--- src/rtl/st_align_unit.sv ---
// rtl/st_align_unit.sv - store alignment unit: turns byte/half/word stores into word-aligned write beats
module st_align_unit #(
  parameter int ADDR_WIDTH     = 32,
  parameter int CNT_WIDTH      = 16,
  parameter bit ALLOW_MISALIGN = 1'b1
) (
  input  logic                  clk,
  input  logic                  rst_n,
  input  logic                  req_valid,
  output logic                  req_ready,
  input  logic [ADDR_WIDTH-1:0] req_addr,
  input  logic [31:0]           req_data,
  input  logic [2:0]            req_size,
  output logic                  mem_valid,
  input  logic                  mem_ready,
  output logic [ADDR_WIDTH-1:0] mem_addr,
  output logic [31:0]           mem_wdata,
  output logic [3:0]            mem_wstrb,
  output logic                  st_done,
  output logic                  st_err,
  output logic [CNT_WIDTH-1:0]  split_cnt
);

  typedef enum logic [1:0] {IDLE, BEAT0, BEAT1, ERR} state_t;

  state_t                state, state_nx;
  logic                  done_q, done_nx;
  logic [ADDR_WIDTH-1:0] addr_q;
  logic [31:0]           data0_q, data1_q;
  logic [3:0]            strb0_q, strb1_q;
  logic                  split_q;
  logic [CNT_WIDTH-1:0]  cnt_q;

  logic [1:0]  off;
  logic [7:0]  mask;
  logic [63:0] img, img_m;
  logic        size_bad, split, accept;

  // Two-word lane image of the store; beat1 is only used when the mask spills into the upper word.
  always_comb begin
    off      = req_addr[1:0];
    size_bad = 1'b0;
    case (req_size)
      3'd0:    mask = 8'h01;
      3'd1:    mask = 8'h03;
      3'd2:    mask = 8'h0f;
      default: begin
        mask     = 8'h00;
        size_bad = 1'b1;
      end
    endcase
    mask  = mask << off;
    img   = {32'b0, req_data} << {off, 3'b000};
    img_m = '0;
    for (int i = 0; i < 8; i++) begin
      img_m[i*8 +: 8] = mask[i] ? img[i*8 +: 8] : 8'h00;
    end
    split  = |mask[7:4];
    accept = req_valid && (state == IDLE);
  end

  always_comb begin
    state_nx = state;
    done_nx  = 1'b0;
    case (state)
      IDLE: begin
        if (req_valid) begin
          state_nx = (size_bad || (split && !ALLOW_MISALIGN)) ? ERR : BEAT0;
        end
      end
      BEAT0: begin
        if (mem_ready) begin
          if (split_q) begin
            state_nx = BEAT1;
          end else begin
            state_nx = IDLE;
            done_nx  = 1'b1;
          end
        end
      end
      BEAT1: begin
        if (mem_ready) begin
          state_nx = IDLE;
          done_nx  = 1'b1;
        end
      end
      ERR:     state_nx = IDLE;
      default: state_nx = IDLE;
    endcase
  end

  always_ff @(posedge clk or negedge rst_n) begin
    if (!rst_n) begin
      state   <= IDLE;
      done_q  <= 1'b0;
      addr_q  <= '0;
      data0_q <= '0;
      data1_q <= '0;
      strb0_q <= '0;
      strb1_q <= '0;
      split_q <= 1'b0;
      cnt_q   <= '0;
    end else begin
      state  <= state_nx;
      done_q <= done_nx;
      if (accept) begin
        addr_q  <= {req_addr[ADDR_WIDTH-1:2], 2'b00};
        data0_q <= img_m[31:0];
        data1_q <= img_m[63:32];
        strb0_q <= mask[3:0];
        strb1_q <= mask[7:4];
        split_q <= split;
        // Rejected stores never count as splits.
        if (split && (state_nx == BEAT0) && (cnt_q != '1)) begin
          cnt_q <= cnt_q + CNT_WIDTH'(1);
        end
      end
    end
  end

  always_comb begin
    req_ready = (state == IDLE);
    mem_valid = (state == BEAT0) || (state == BEAT1);
    mem_addr  = '0;
    mem_wdata = '0;
    mem_wstrb = '0;
    if (state == BEAT0) begin
      mem_addr  = addr_q;
      mem_wdata = data0_q;
      mem_wstrb = strb0_q;
    end else if (state == BEAT1) begin
      mem_addr  = addr_q + ADDR_WIDTH'(4);
      mem_wdata = data1_q;
      mem_wstrb = strb1_q;
    end
    st_done   = done_q || (state == ERR);
    st_err    = (state == ERR);
    split_cnt = cnt_q;
  end

endmodule
--- config.mk ---
export PLATFORM = sky130hd
export DESIGN_NAME = st_align_unit
export DESIGN_NICKNAME = d
export VERILOG_FILES = /design/src/rtl/st_align_unit.sv
export SDC_FILE = /design/constraint.sdc
export NUM_CORES = 1
export LEC_CHECK = 0
export ABC_AREA = 1
export BUFFER_PORTS_ARGS = -buffer_cell sky130_fd_sc_hd__clkbuf_2
export CAP_MARGIN = 10
export CORE_AREA = 5 5 155 157
export CTS_CLUSTER_DIAMETER = 80
export CTS_CLUSTER_SIZE = 12
export DETAILED_ROUTE_END_ITERATION = 8
export DIE_AREA = 0 0 160 162
export SETUP_SLACK_MARGIN = 0.02
export SYNTH_ARGS = -nofsm -noshare
export SYNTH_HDL_FRONTEND = slang
export SYNTH_SLANG_ARGS = --single-unit
--- constraint.sdc ---
create_clock -name clk -period 2.32 [get_ports clk]
set_input_delay 0.348 -clock clk [delete_from_list [all_inputs] [get_ports clk]]
set_output_delay 0.348 -clock clk [all_outputs]
set_load 0.1 [all_outputs]
==> impl_summary.md, run 1 <==
Setup path
The signal on the critical path passes through ha_4 -> buf_12 -> nor2_4 -> nand3_4 -> nor2_4 -> nand4_1 -> nand2_1 -> nand2_2 -> nor2_4 -> buf_12. The register-to-register path setup slack is 0.15 ns. The slowest stage of the critical path is the sky130_fd_sc_hd__dfrtp_1 cell.

The launching element type of the critical path is a flip-flop. The largest single stage delay on the critical path is roughly 0.41 ns. The critical path data required time is 1.97 ns.

For the worst setup path, the data arrival time is around 2.1 ns. The cell type with the highest occurrence count on the critical path is sky130_fd_sc_hd__nor2_4. The largest fanout on the critical path is 7. The startpoint-to-endpoint class of the critical path is flip-flop to primary output.

The endpoint kind of the worst setup timing path is a primary output.

Floorplanning
The floorplan die area is between 0.02 and 0.03 mm2. During I/O placement, the number of pins put on the boundary was 159. The vertical die dimension is 162 um. The area of the core is about 0.022 mm2. For this configuration, the core starts out at a cell density of between 20% and 30%. After floorplanning, the core was divided into 55 placement rows. The horizontal extent of the die is 160 um.

Timing
The hold violation total from the final report came to 0. For the pin with the worst max-slew slack, the measured transition is 0.635 ns. Setup violations remaining at the end of the flow were counted as 20. The worst pin sits at a relative slew slack of 57.6%.

The worst path in the final design needs a cycle of 2.42 ns, including I/O delays and setup. The part of the cycle the worst path needs is 104%. In the post-route analysis, the smallest setup slack over all paths is -0.104 ns. The highest achievable clock rate is 0.413 GHz. Setup repair after global routing could not meet its margin everywhere. The post-route worst hold slack is about 0.13 ns. The final worst clock skew is 0.00956 ns.

The max-slew violation count is 0.

Final layout
Once layout is complete, the cells apart from fillers number 1482. The synthesis-to-finish area growth is 66.9%. For this run, the post-layout net count is between 1000 and 1500. At the end of the flow the core is filled with cells to between 40% and 50%. In the final layout, the share of cells above drive strength 1 is 36.7%. The post-route cell area is between 0.01 and 0.015 mm2.

Global routing
Global routing consumed, over all layers together, about 18% of the routing resources. The first-pass GRT wire length is 37500 um. Summed over all layers, the global routing overflow is 0. Entering global routing, the biggest net connects 56 pins.

The number of global-route vias before repair was 7044. The initial antenna violation count is 1.

Routing
The post-route DRC violation count is 0. The number of detailed-routing iterations run before antenna repair is 6. The detailed router finished its first iteration with 447 violations. In the final routed layout, each cell accounts on average for about 16 um.

The detail-routed via count per cell is just under 5. In this run the remaining antenna-violating nets after routing total 0. For this block, the via count after detailed routing is 7136. The total length of routed wires is roughly 24000 um.

Synthesis
The register area share after synthesis is 42.8%. The count of unique library cells instantiated by Yosys is 33. The count of warnings emitted by yosys is 0.

Dividing the synthesized area by the synthesized cell count gives 6.93 um2. The fraction of registers with async set or reset after synthesis is 100%. Ranked by total cell area, the synthesized netlist is headed by sky130_fd_sc_hd__dfrtp_1, sky130_fd_sc_hd__nand2_1, sky130_fd_sc_hd__inv_1. The post-synthesis cell count is 954. Among all cell types in the netlist, the one instantiated most often is sky130_fd_sc_hd__nand2_1. The synthesized design contains 113 register bits. Counting flops with a built-in enable in the synthesized netlist gives 0.

The cell taking the most area after synthesis is sky130_fd_sc_hd__dfrtp_1. Among all flip-flop cells after synthesis, the most frequent one is sky130_fd_sc_hd__dfrtp_1. The synthesized design devotes to its leading area cell type 42.8% of total area. The post-synthesis instance area is 0.00661 mm2. The commonest cells after synthesis are sky130_fd_sc_hd__nand2_1, sky130_fd_sc_hd__inv_1, sky130_fd_sc_hd__dfrtp_1.

Placed design
Routability-driven placement finished with a final weighted congestion of 0.874. The post-detailed-placement half-perimeter wirelength is 16900 um. The number of buffer cells added on primary ports is 156. The placed instances occupy a cell area of 0.00936 mm2.

Counting tap cells, the placed design contains a total of 1391 instances.

Clock network
For this design, the sink count on the clock tree is approximately 110. The worst-skew pair later-pin latency is between 0.4 and 0.5 ns. The clock passes through at most 2 buffers.

TritonCTS built the clock tree. The clock input transition at the sequential cells of the worst setup and hold paths is 0.06 ns. The depth of the CTS H-tree is 4. The clock root buffer master is sky130_fd_sc_hd__clkbuf_16. The total CTS buffers is 17.

Pwr
The logic gate share of total power is 62.5%. Across the VDD grid, the largest voltage drop is 0.000654 V. The fraction of power spent switching nets is about half. The portion of total power attributed to sequential cells is 19.8%. For this design the total switching power over the nets is roughly 7.4 mW. The clock share of power is 17.7%. Cell internal power was estimated by the tool at 7.35 mW. Dividing total power by cell area gives a power density of around 1300 mW/mm2. For this design the static power due to leakage is 5.08 nW.

Run status
The run finished, with violations left. The final reports fail on setup timing.

Job
Across the run, the number of max-cap violations was 0.

Worst hold path
The path class of the tightest hold or removal check is input port to flip-flop.
[critical path: cells and delay by family, from the launching register on]
kind	cells	cell delay [ns]
buffers and inverters	2	0.31
AND/OR/NAND/NOR	7	0.77
flip-flops	1	0.41
adder cells (fa/ha/maj)	1	0.18
[flip-flops by register name, summed over array words and instances (netlist names)]
signal,cells
data0_q,32
addr_q,30
data1_q,24
split_cnt,16
strb0_q,4
strb1_q,3
state,2
done_q,1
split_q,1
[cell usage in the layout, fill, tap and decap left out, types with 3 or more instances in the layout]
| cell | instances |
|---|---|
| sky130_fd_sc_hd__o21ai_0 | 76 |
| sky130_fd_sc_hd__inv_2 | 15 |
| sky130_fd_sc_hd__xor2_1 | 5 |
| sky130_fd_sc_hd__inv_4 | 3 |
| sky130_fd_sc_hd__a21oi_4 | 8 |
| sky130_fd_sc_hd__buf_12 | 72 |
| sky130_fd_sc_hd__inv_6 | 4 |
| sky130_fd_sc_hd__nor3_1 | 8 |
| sky130_fd_sc_hd__clkinv_4 | 5 |
| sky130_fd_sc_hd__o22ai_1 | 33 |
| sky130_fd_sc_hd__o22ai_2 | 7 |
| sky130_fd_sc_hd__o21ai_2 | 7 |
| sky130_fd_sc_hd__mux2i_1 | 5 |
| sky130_fd_sc_hd__a21oi_1 | 5 |
| sky130_fd_sc_hd__nand2_1 | 294 |
| sky130_fd_sc_hd__nor2_4 | 27 |
| sky130_fd_sc_hd__nor2_1 | 32 |
| sky130_fd_sc_hd__dfrtp_2 | 5 |
| sky130_fd_sc_hd__ha_1 | 3 |
| sky130_fd_sc_hd__clkbuf_2 | 88 |
| sky130_fd_sc_hd__xnor2_1 | 8 |
| sky130_fd_sc_hd__nand2_2 | 16 |
| sky130_fd_sc_hd__o22ai_4 | 20 |
| sky130_fd_sc_hd__buf_4 | 71 |
| sky130_fd_sc_hd__nand4_1 | 9 |
| sky130_fd_sc_hd__nand3_2 | 7 |
| sky130_fd_sc_hd__clkbuf_16 | 20 |
| sky130_fd_sc_hd__a21oi_2 | 3 |
| sky130_fd_sc_hd__nor2_2 | 15 |
| sky130_fd_sc_hd__dfrtp_1 | 108 |
| sky130_fd_sc_hd__nand2_4 | 13 |
| sky130_fd_sc_hd__inv_1 | 124 |
| sky130_fd_sc_hd__buf_6 | 8 |
| sky130_fd_sc_hd__nand3_1 | 39 |
[routing by layer]
layer	track usage [%]	vias to the layer above	wire length [um]
met1	23.5	3384	10300
met4	5.16	0	483
met2	29.8	229	11900
met3	4.21	30	1450
met5	0	-	0
li1	-	3493	-
[through the flow]
stage               TNS [ns]  power [mW]  setup slack, ns
floorplan             -20.45        8.07           -0.471
CTS                    -2.06        13.8           -0.144
detailed placement   -0.0172        10.7          -0.0130
finish                -0.906        14.8           -0.104
global route           -4.80        15.5           -0.226
global placement           0        10.6           0.0528
[cell families (layout without fill, tap and decap cells)]
family / after synthesis / in the layout / synth area share, %
multiplexers: 5 / 5 / 0.757
AO/OA/AOI/OAI: 168 / 168 / 14.2
AND/OR/NAND/NOR: 466 / 467 / 28.4
XOR/XNOR: 13 / 13 / 1.72
other: 1 / 3 / 0.0567
buffers and inverters: 182 / 422 / 11.0
adder cells (fa/ha/maj): 6 / 6 / 1.14
flip-flops: 113 / 113 / 42.8
[worst paths after layout]
kind	endpoint	start	depth (start not counted)
max	mem_addr[17]	state[0]$_DFF_PN0_	10
min reg2reg	data0_q[27]$_DFFE_PN0P_	data0_q[27]$_DFFE_PN0P_	2
max reg2reg	addr_q[25]$_DFFE_PN0P_	state[0]$_DFF_PN0_	10
min in group asynchronous	data0_q[5]$_DFFE_PN0P_	rst_n	2
max in group asynchronous	addr_q[12]$_DFFE_PN0P_	rst_n	3
min	addr_q[23]$_DFFE_PN0P_	req_addr[23]	3
[power by group through the flow]
stage | clock (mW) | sequential (mW) | combinational (mW)
after floorplan | 0 | 2.94 | 5.13
after global placement | 0 | 2.89 | 7.74
after detailed placement | 0 | 2.91 | 7.78
after CTS | 2.66 | 2.89 | 8.23
after global routing | 2.77 | 2.99 | 9.70
final | 2.62 | 2.93 | 9.23
[final cells by class]
cell class	count	area (um2)
diodes	1	2.50
clock buffers	18	429
clock inverters	14	156
fillers	2045	11300
inverters	143	557
multi-input cells	661	4030
flip-flops and latches	113	2830
well taps	285	357
repair buffers	247	2680
[repair_timing]
action	CTS	global route
buffers inserted	17	37
pin swaps	19	31
setup endpoints to repair	58	69
endpoints found under the hold margin	42	0
gates resized for setup	71	96
hold buffers	1	0
gates cloned	0	4
Note: power is estimated with default switching activity, not from simulation.
==> run 2: changes to the inputs <==
CTS_BUF_LIST = sky130_fd_sc_hd__clkbuf_8   (was not set)
==> impl_summary.md, run 2 (synthesis results as in run 1) <==
Pwr
The fraction of power spent switching nets is 52.5% (+2.2 points). The clock share of power is 13.2% (-4.5 points). The portion of total power attributed to sequential cells was 20.1% (+0.3 points). The worst IR drop on VDD is 0.000666 V (+1.8%). The logic gate share of total power came to 66.7% (+4.2 points). The power dissipated by switching net loads came to 7.62 mW (+2.5%). The static leakage is 5.07 nW (about the same). The overall power consumption was 14.5 mW (-1.8%). The power per unit of standard cell area is 1310 mW/mm2 (-2.5%). The internal power is 6.90 mW (-6.1%).

Final layout
The most common cell after layout, fill and taps aside is sky130_fd_sc_hd__nand2_1. The count of fill cells added during filler insertion came to 2031 (-0.68%). The sequential cell area in the final layout is 0.00283 mm2 (unchanged). The flip-flop count of the largest register after layout is 32 (unchanged). The register with the most flip-flops in the final layout is data0_q. The largest registers in the layout are data0_q: 32 flops, addr_q: 30 flops, data1_q: 24 flops. The final net count is 1270 (+0.79%). The post-route cell area is 0.0111 mm2 (+0.76%). In the layout the commonest cells are sky130_fd_sc_hd__nand2_1, sky130_fd_sc_hd__inv_1, sky130_fd_sc_hd__dfrtp_1, sky130_fd_sc_hd__clkbuf_2, sky130_fd_sc_hd__buf_4. The area of the multi-input gates came to 0.00421 mm2 (+4.6%).

The fraction of final layout cells with drive strength greater than 1 is 38.8% (+2.1 points). The synthesis-to-finish area growth is 68.2%.

Setup path
The endpoint of the most critical register-to-register path is addr_q[25]$_DFFE_PN0P_. The critical path's largest stage delay is 0.42 ns (about the same). The register-to-register path setup slack is 0.16 ns (about the same).

The critical path is of the flip-flop to primary output type. In this run the critical register-to-register path is launched from state[1]$_DFF_PN0_. The path depth of the worst reg2reg path is 10 (unchanged).

The family of cells with the greatest summed delay on the critical path is buffers and inverters. The data arrival time of the worst path was 2.19 ns (+0.11 ns). The sum of buffers and inverters on the critical path is 4 (+2). The critical path data required time is 1.97 ns (about the same).

The largest fanout on the critical path is 6 (-1). The worst setup path is launched from a flip-flop. STA classifies the critical path endpoint as a primary output. The slowest stage of the critical path is the sky130_fd_sc_hd__dfrtp_1 cell. Traced cell by cell, the critical path runs through ha_4 -> buf_12 -> nor2_4 -> nand3_4 -> nor2_4 -> buf_4 -> buf_6 -> o21ai_2 -> a21oi_4 -> buf_12.

Placed design
The post-detailed-placement half-perimeter wirelength is 16900 um (unchanged). The final RePlAce weighted congestion is 0.874 (unchanged). The number of buffer cells added on primary ports was 156 (unchanged). The instance area after placement is 0.00936 mm2 (unchanged).

Timing
The slew at the pin closest to its max-slew limit is 0.648 ns (+0.0127 ns). The final worst clock skew is 0.0119 ns (+0.00232 ns). The worst setup slack after layout is -0.217 ns (-0.113 ns). The max-slew violation count was 0 (unchanged). The post-route minimum period is 2.54 ns (+0.113 ns). The final count of negative-setup-slack endpoints came to 45 (+130%). The headroom to the max-slew limit came to 56.8% (-0.85 points). The hold violation total from the final report is 0 (unchanged). Setup repair after global routing could not meet its margin everywhere.

The highest achievable clock rate was 0.394 GHz (-4.5%). The part of the cycle the worst path needs was 109% (+4.9 points).

Routing
The total via count after detailed routing was 7259 (+1.7%). The post-route DRC violation count was 0 (unchanged). The routed length per placed instance is 16.6 um (+2.4%).

The total length of routed wires is 24800 um (+3.1%). The number of DRC markers in iteration 0 came to 502 (+12%). The detail-routed via count per cell was 4.87 (+1.0%). The number of detailed-routing iterations run before antenna repair is 5 (-1). The remaining number of nets flagged by the antenna check after routing is 0 (unchanged).

Worst hold path
The startpoint identified for the worst hold timing path is req_addr[23]. The worst hold-check path type is input port to flip-flop. The endpoint of the worst hold-timing path is addr_q[23]$_DFFE_PN0P_. The cell count of the worst hold path was 3 (unchanged).

Floorplanning
The area of the core is 0.0224 mm2 (unchanged). The initial standard-cell utilization of the core is 29.6% (unchanged). The vertical die dimension came to 162 um (unchanged).

The floorplan die area came to 0.0259 mm2 (unchanged). The total I/O pin count is 159 (unchanged). The placement row count is 55 (unchanged). The horizontal extent of the die is 160 um (unchanged).

Run status
The final reports fail on setup timing. The run finished, with violations left.

Clock network
The total CTS buffers is 17 (unchanged). The total clock sinks is 113 (unchanged). The depth of the CTS H-tree is 4 (unchanged). The maximum count of clock buffers along a single path is 2 (unchanged). The clock root buffer master is sky130_fd_sc_hd__clkbuf_8.

The worst-skew pair later-pin latency came to 0.47 ns (+0.05 ns). The clock input transition at the sequential cells of the worst setup and hold paths came to 0.08 ns (+0.02 ns). TritonCTS built the clock tree.

Global routing
The largest net degree at the start of global routing is 56 (unchanged). The total routing resource utilization after global routing is 18.5% (+0.57 points). The total overflow reported by the global router is 0 (unchanged). The first-pass GRT wire length was 38600 um (+2.7%).

The number of global-route vias before repair is 7211 (+2.4%). The initial antenna violation count is 1 (unchanged).

Job
The total of max-cap violations is 0 (unchanged).
-- run 2: changes by cell type in the layout (fill, tap and decap cells not counted), sizes merged --
cell	change
clkbuf	-5
nand2	+1
buf	+13
inv	+1
-- run 2: metal layers --
layer  global-route usage (%)  wire length, um
met5                        0                0
met4                     6.77              555
met3                     3.70             1290
met2                     30.6            12200
met1                     24.2            10800
-- run 2: layout make-up --
type	count	share of cell area, %
Multi-Input combinational cell	662	37.9
Sequential cell	113	25.5
Timing Repair Buffer	256	24.8
Inverter	143	5.03
Tap cell	285	3.21
Clock buffer	17	2.10
Clock inverter	15	1.44
Antenna cell	1	0.0225
-- run 2: how the worst max path moves through the flow --
stage	from	end	slack [ns]	depth (start not counted)
2_1_floorplan	state[1]$_DFF_PN0_	mem_wdata[0]	-0.47	5
3_3_place_gp	state[0]$_DFF_PN0_	mem_addr[13]	0.05	9
3_5_place_dp	state[1]$_DFF_PN0_	data0_q[18]$_DFFE_PN0P_	-0.01	9
4_1_cts	state[0]$_DFF_PN0_	mem_addr[17]	-0.17	10
5_1_grt	addr_q[3]$_DFFE_PN0P_	mem_addr[22]	-0.30	9
6_report	state[0]$_DFF_PN0_	mem_addr[11]	-0.22	10
-- run 2: what timing repair did --
action | CTS | global route
gates cloned | 5 | 0
gates resized for setup | 124 | 93
pin swaps | 46 | 53
endpoints found under the setup margin | 62 | 76
hold buffers | 1 | 0
buffers inserted | 40 | 27
endpoints found under the hold margin | 42 | 0
-- run 2: power groups by stage --
stage               registers, mW  clock network, mW  logic, mW
global route                 2.99               2.05       10.1
CTS                          2.86               1.94       9.07
detailed placement           2.91                  0       7.78
global placement             2.89                  0       7.74
finish                       2.92               1.91       9.68
floorplan                    2.94                  0       5.13
-- run 2: worst register-to-register path: stages (launching register included) --
cell,delay [ns]
sky130_fd_sc_hd__dfrtp_1,0.39
sky130_fd_sc_hd__inv_2,0.09
sky130_fd_sc_hd__buf_4,0.10
sky130_fd_sc_hd__buf_4,0.10
sky130_fd_sc_hd__ha_1,0.23
sky130_fd_sc_hd__nand2_2,0.14
sky130_fd_sc_hd__buf_4,0.23
sky130_fd_sc_hd__inv_2,0.11
sky130_fd_sc_hd__buf_4,0.40
sky130_fd_sc_hd__nand2_1,0.19
sky130_fd_sc_hd__o21ai_0,0.11
-- run 2: through the flow --
step / setup TNS (ns) / instances / util [%] / setup slack, ns / hold WS (ns)
final: -4.28 / 1492 / 49.7 / -0.217 / 0.0684
after global routing: -8.62 / 1492 / 49.7 / -0.297 / 0.0774
after CTS: -2.15 / 1469 / 47.5 / -0.170 / 0.0704
after detailed placement: -0.0172 / 1391 / 41.9 / -0.0130 / 0.402
after global placement: 0 / 1391 / 41.9 / 0.0528 / 0.404
after floorplan: -20.45 / 955 / - / -0.471 / 0.0524
==> run 3: changes to the inputs <==
BUFFER_PORTS_ARGS = -buffer_cell sky130_fd_sc_hd__buf_2   (was -buffer_cell sky130_fd_sc_hd__clkbuf_2)
==> impl_summary.md, run 3 (synthesis results as in run 1) <==
Run status
The run finished, with violations left. The checks that failed: setup timing.

Timing
The slew at the pin closest to its max-slew limit is 0.599 ns (-0.0488 ns). The headroom to the max-slew limit is 59.6% (+2.8 points). The worst setup slack after layout is -0.153 ns (+0.0642 ns).

The final-layout setup total negative slack is -0.596 ns (+3.69 ns). The max-slew violation count came to 0 (unchanged). The post-route minimum period is 2.47 ns (-0.0642 ns). The highest achievable clock rate is 0.404 GHz (+2.6%). Setup repair after global routing could not meet its margin everywhere. The final count of negative-setup-slack endpoints came to 16 (-64%). The part of the cycle the worst path needs is 107% (-2.8 points). The hold violation total from the final report is 0 (unchanged). The post-route worst hold slack was 0.110 ns (+0.0416 ns).

The final worst clock skew was 0.0114 ns (-0.000527 ns).

Pwr
The portion of total power attributed to sequential cells is 20.5% (+0.4 points). The internal power was 6.86 mW (-0.66%). The static leakage is 5.01 nW (-1.2%).

The worst IR drop on VDD was 0.000715 V (+7.3%). The logic gate share of total power came to 66.2% (-0.5 points). The fraction of power spent switching nets is 51.9% (-0.57 points). The power per unit of standard cell area is 1300 mW/mm2 (-0.60%). The overall power consumption was 14.3 mW (-1.8%). The power dissipated by switching net loads was 7.39 mW (-2.9%). The clock share of power is 13.4% (+0.2 points).

Floorplanning
The area of the core is 0.0224 mm2 (unchanged). The vertical die dimension came to 162 um (unchanged). The horizontal extent of the die came to 160 um (unchanged). The total I/O pin count is 159 (unchanged). The initial standard-cell utilization of the core came to 29.6% (unchanged). The placement row count is 55 (unchanged). The floorplan die area is 0.0259 mm2 (unchanged).

Placed design
The instance count after placement with tap cells included came to 1391 (unchanged). The final RePlAce weighted congestion is 0.871 (-0.33%). The post-detailed-placement half-perimeter wirelength came to 16900 um (-0.12%).

The number of buffer cells added on primary ports is 156 (unchanged). The instance area after placement is 0.00937 mm2 (+0.13%). The post-placement worst setup slack is 0.0429 ns (+0.0559 ns).

Routing
The number of DRC markers in iteration 0 is 470 (-6.4%). The total via count after detailed routing came to 7263 (+0.055%). The detail-routed via count per cell is 4.90 (+0.73%). The post-route DRC violation count is 0 (unchanged).

The routed length per placed instance was 16.4 um (-1.2%). The remaining number of nets flagged by the antenna check after routing was 0 (unchanged). The number of detailed-routing iterations run before antenna repair is 5 (unchanged). The total length of routed wires is 24400 um (-1.8%).

Clock network
The CTS tree is yes. The depth of the CTS H-tree is 4 (unchanged). The maximum count of clock buffers along a single path is 2 (unchanged). The total CTS buffers was 17 (unchanged). The clock input transition at the sequential cells of the worst setup and hold paths is 0.07 ns (about the same). The worst-skew pair later-pin latency came to 0.44 ns (-0.03 ns). The root buffer cell chosen for the clock tree is sky130_fd_sc_hd__clkbuf_8. The total clock sinks is 113 (unchanged).

Job
The total of max-cap violations is 0 (unchanged).

Setup path
The critical path data required time is 1.97 ns (about the same). The critical path's largest stage delay was 0.45 ns (+0.03 ns). STA classifies the critical path endpoint as a primary output. The highest-delay cell along the critical path is sky130_fd_sc_hd__dfrtp_1. The launching element type of the critical path is a flip-flop. The data arrival time of the worst path is 2.13 ns (-0.06 ns). The critical path is of the flip-flop to primary output type. The largest fanout on the critical path was 4 (-2).

The signal on the critical path passes through nand2_2 -> nor2_4 -> buf_4 -> nand3_2 -> o21ai_0 -> nand2_1 -> a21oi_4 -> buf_12.

Global routing
The global routing stage identified its most utilized layer as met2. The initial antenna violation count was 2 (+1). The met2 track demand over resource in global routing is 30.5% (-0.058 points). The first-pass GRT wire length was 38300 um (-0.72%).

The total routing resource utilization after global routing is 18.4% (-0.13 points). The met1 routing resource usage after global routing is 23.7% (-0.53 points). The largest net degree at the start of global routing was 70 (+25%). The total overflow reported by the global router came to 0 (unchanged). The met3 track demand over resource in global routing is 4.47% (+0.76 points). The number of global-route vias before repair is 7208 (-0.042%).

Final layout
The flip-flop count of the largest register after layout is 32 (unchanged). The fraction of final layout cells with drive strength greater than 1 came to 38.1% (-0.68 points). The post-route cell area is 0.0110 mm2 (-1.2%).

The synthesis-to-finish area growth is 66.1%. The final net count came to 1261 (-0.71%). The top register by number of flip-flops is data0_q.

The largest registers in the layout are data0_q: 32 flops, addr_q: 30 flops, data1_q: 24 flops. Leaving out fill and tap cells, the most frequent cell in the layout is sky130_fd_sc_hd__nand2_1. The final non-filler cell total is 1482 (-0.67%). The final design utilization came to 49.1% (-0.62 points). The top cell types in the final layout, fill and taps aside, are sky130_fd_sc_hd__nand2_1, sky130_fd_sc_hd__inv_1, sky130_fd_sc_hd__dfrtp_1, sky130_fd_sc_hd__buf_2, sky130_fd_sc_hd__o21ai_0.

Worst hold path
The worst hold-check path type is input port to flip-flop.
-- run 3: changes by cell type in the layout (fill, tap and decap cells not counted), moves of 4 or more --
| cell | delta |
|---|---|
| sky130_fd_sc_hd__buf_2 | +85 |
| sky130_fd_sc_hd__buf_4 | -6 |
| sky130_fd_sc_hd__clkbuf_2 | -86 |
| sky130_fd_sc_hd__clkbuf_8 | +4 |
| sky130_fd_sc_hd__clkinv_4 | -4 |
| sky130_fd_sc_hd__nand2_1 | +5 |
| sky130_fd_sc_hd__nor2_1 | -4 |
| sky130_fd_sc_hd__nor2_2 | +5 |
-- run 3: layout make-up --
class / instances / area [um2]
clock inverter: 10 / 110
antenna: 1 / 2.50
multi-input combinational: 662 / 4160
timing repair buffer: 247 / 2680
inverter: 143 / 554
clock buffer: 21 / 289
tap: 285 / 357
fill: 2072 / 11400
sequential: 113 / 2840
-- run 3: worst paths after layout --
path                                          from                 endpoint  slack (ns)  cells past startpoint
setup / recovery             addr_q[7]$_DFFE_PN0P_             mem_addr[19]       -0.15                      8
hold / removal                        req_addr[23]   addr_q[23]$_DFFE_PN0P_        0.11                      3
setup reg to reg                state[1]$_DFF_PN0_  data0_q[19]$_DFFE_PN0P_        0.25                     11
hold reg to reg            data0_q[27]$_DFFE_PN0P_  data0_q[27]$_DFFE_PN0P_        0.48                      2
max in group asynchronous                    rst_n   addr_q[22]$_DFFE_PN0P_        1.46                      3
min in group asynchronous                    rst_n   data1_q[6]$_DFFE_PN0P_        0.25                      2
-- run 3: critical path, delay by kind of cell, from the launching register on --
| family | cells | cell delay (ns) |
|---|---|---|
| AOI/OAI and AO/OA | 2 | 0.46 |
| and+or+nand+nor | 4 | 0.48 |
| DFF | 1 | 0.45 |
| buffers and inverters | 2 | 0.31 |
-- run 3: power by group through the flow --
| stage | logic [mW] | registers (mW) | clock network, mW |
|---|---|---|---|
| floorplan | 5.13 | 2.94 | 0 |
| global route | 9.90 | 2.97 | 2.03 |
| finish | 9.43 | 2.92 | 1.91 |
| global placement | 7.76 | 2.90 | 0 |
| detailed placement | 7.81 | 2.91 | 0 |
| CTS | 8.86 | 2.86 | 1.95 |
-- run 3: what timing repair did --
item	CTS	global route
cloned	3	3
hold endpoints to repair	99	0
pin swaps	30	38
resized for setup	115	76
setup endpoints to repair	57	72
hold buffers	1	0
setup buffers	35	18
-- run 3: layer usage --
layer,share of wire (%),vias up
li1,-,3513
met1,43,3445
met2,48,254
met3,6.0,49
met4,3.0,2
met5,0.029,-
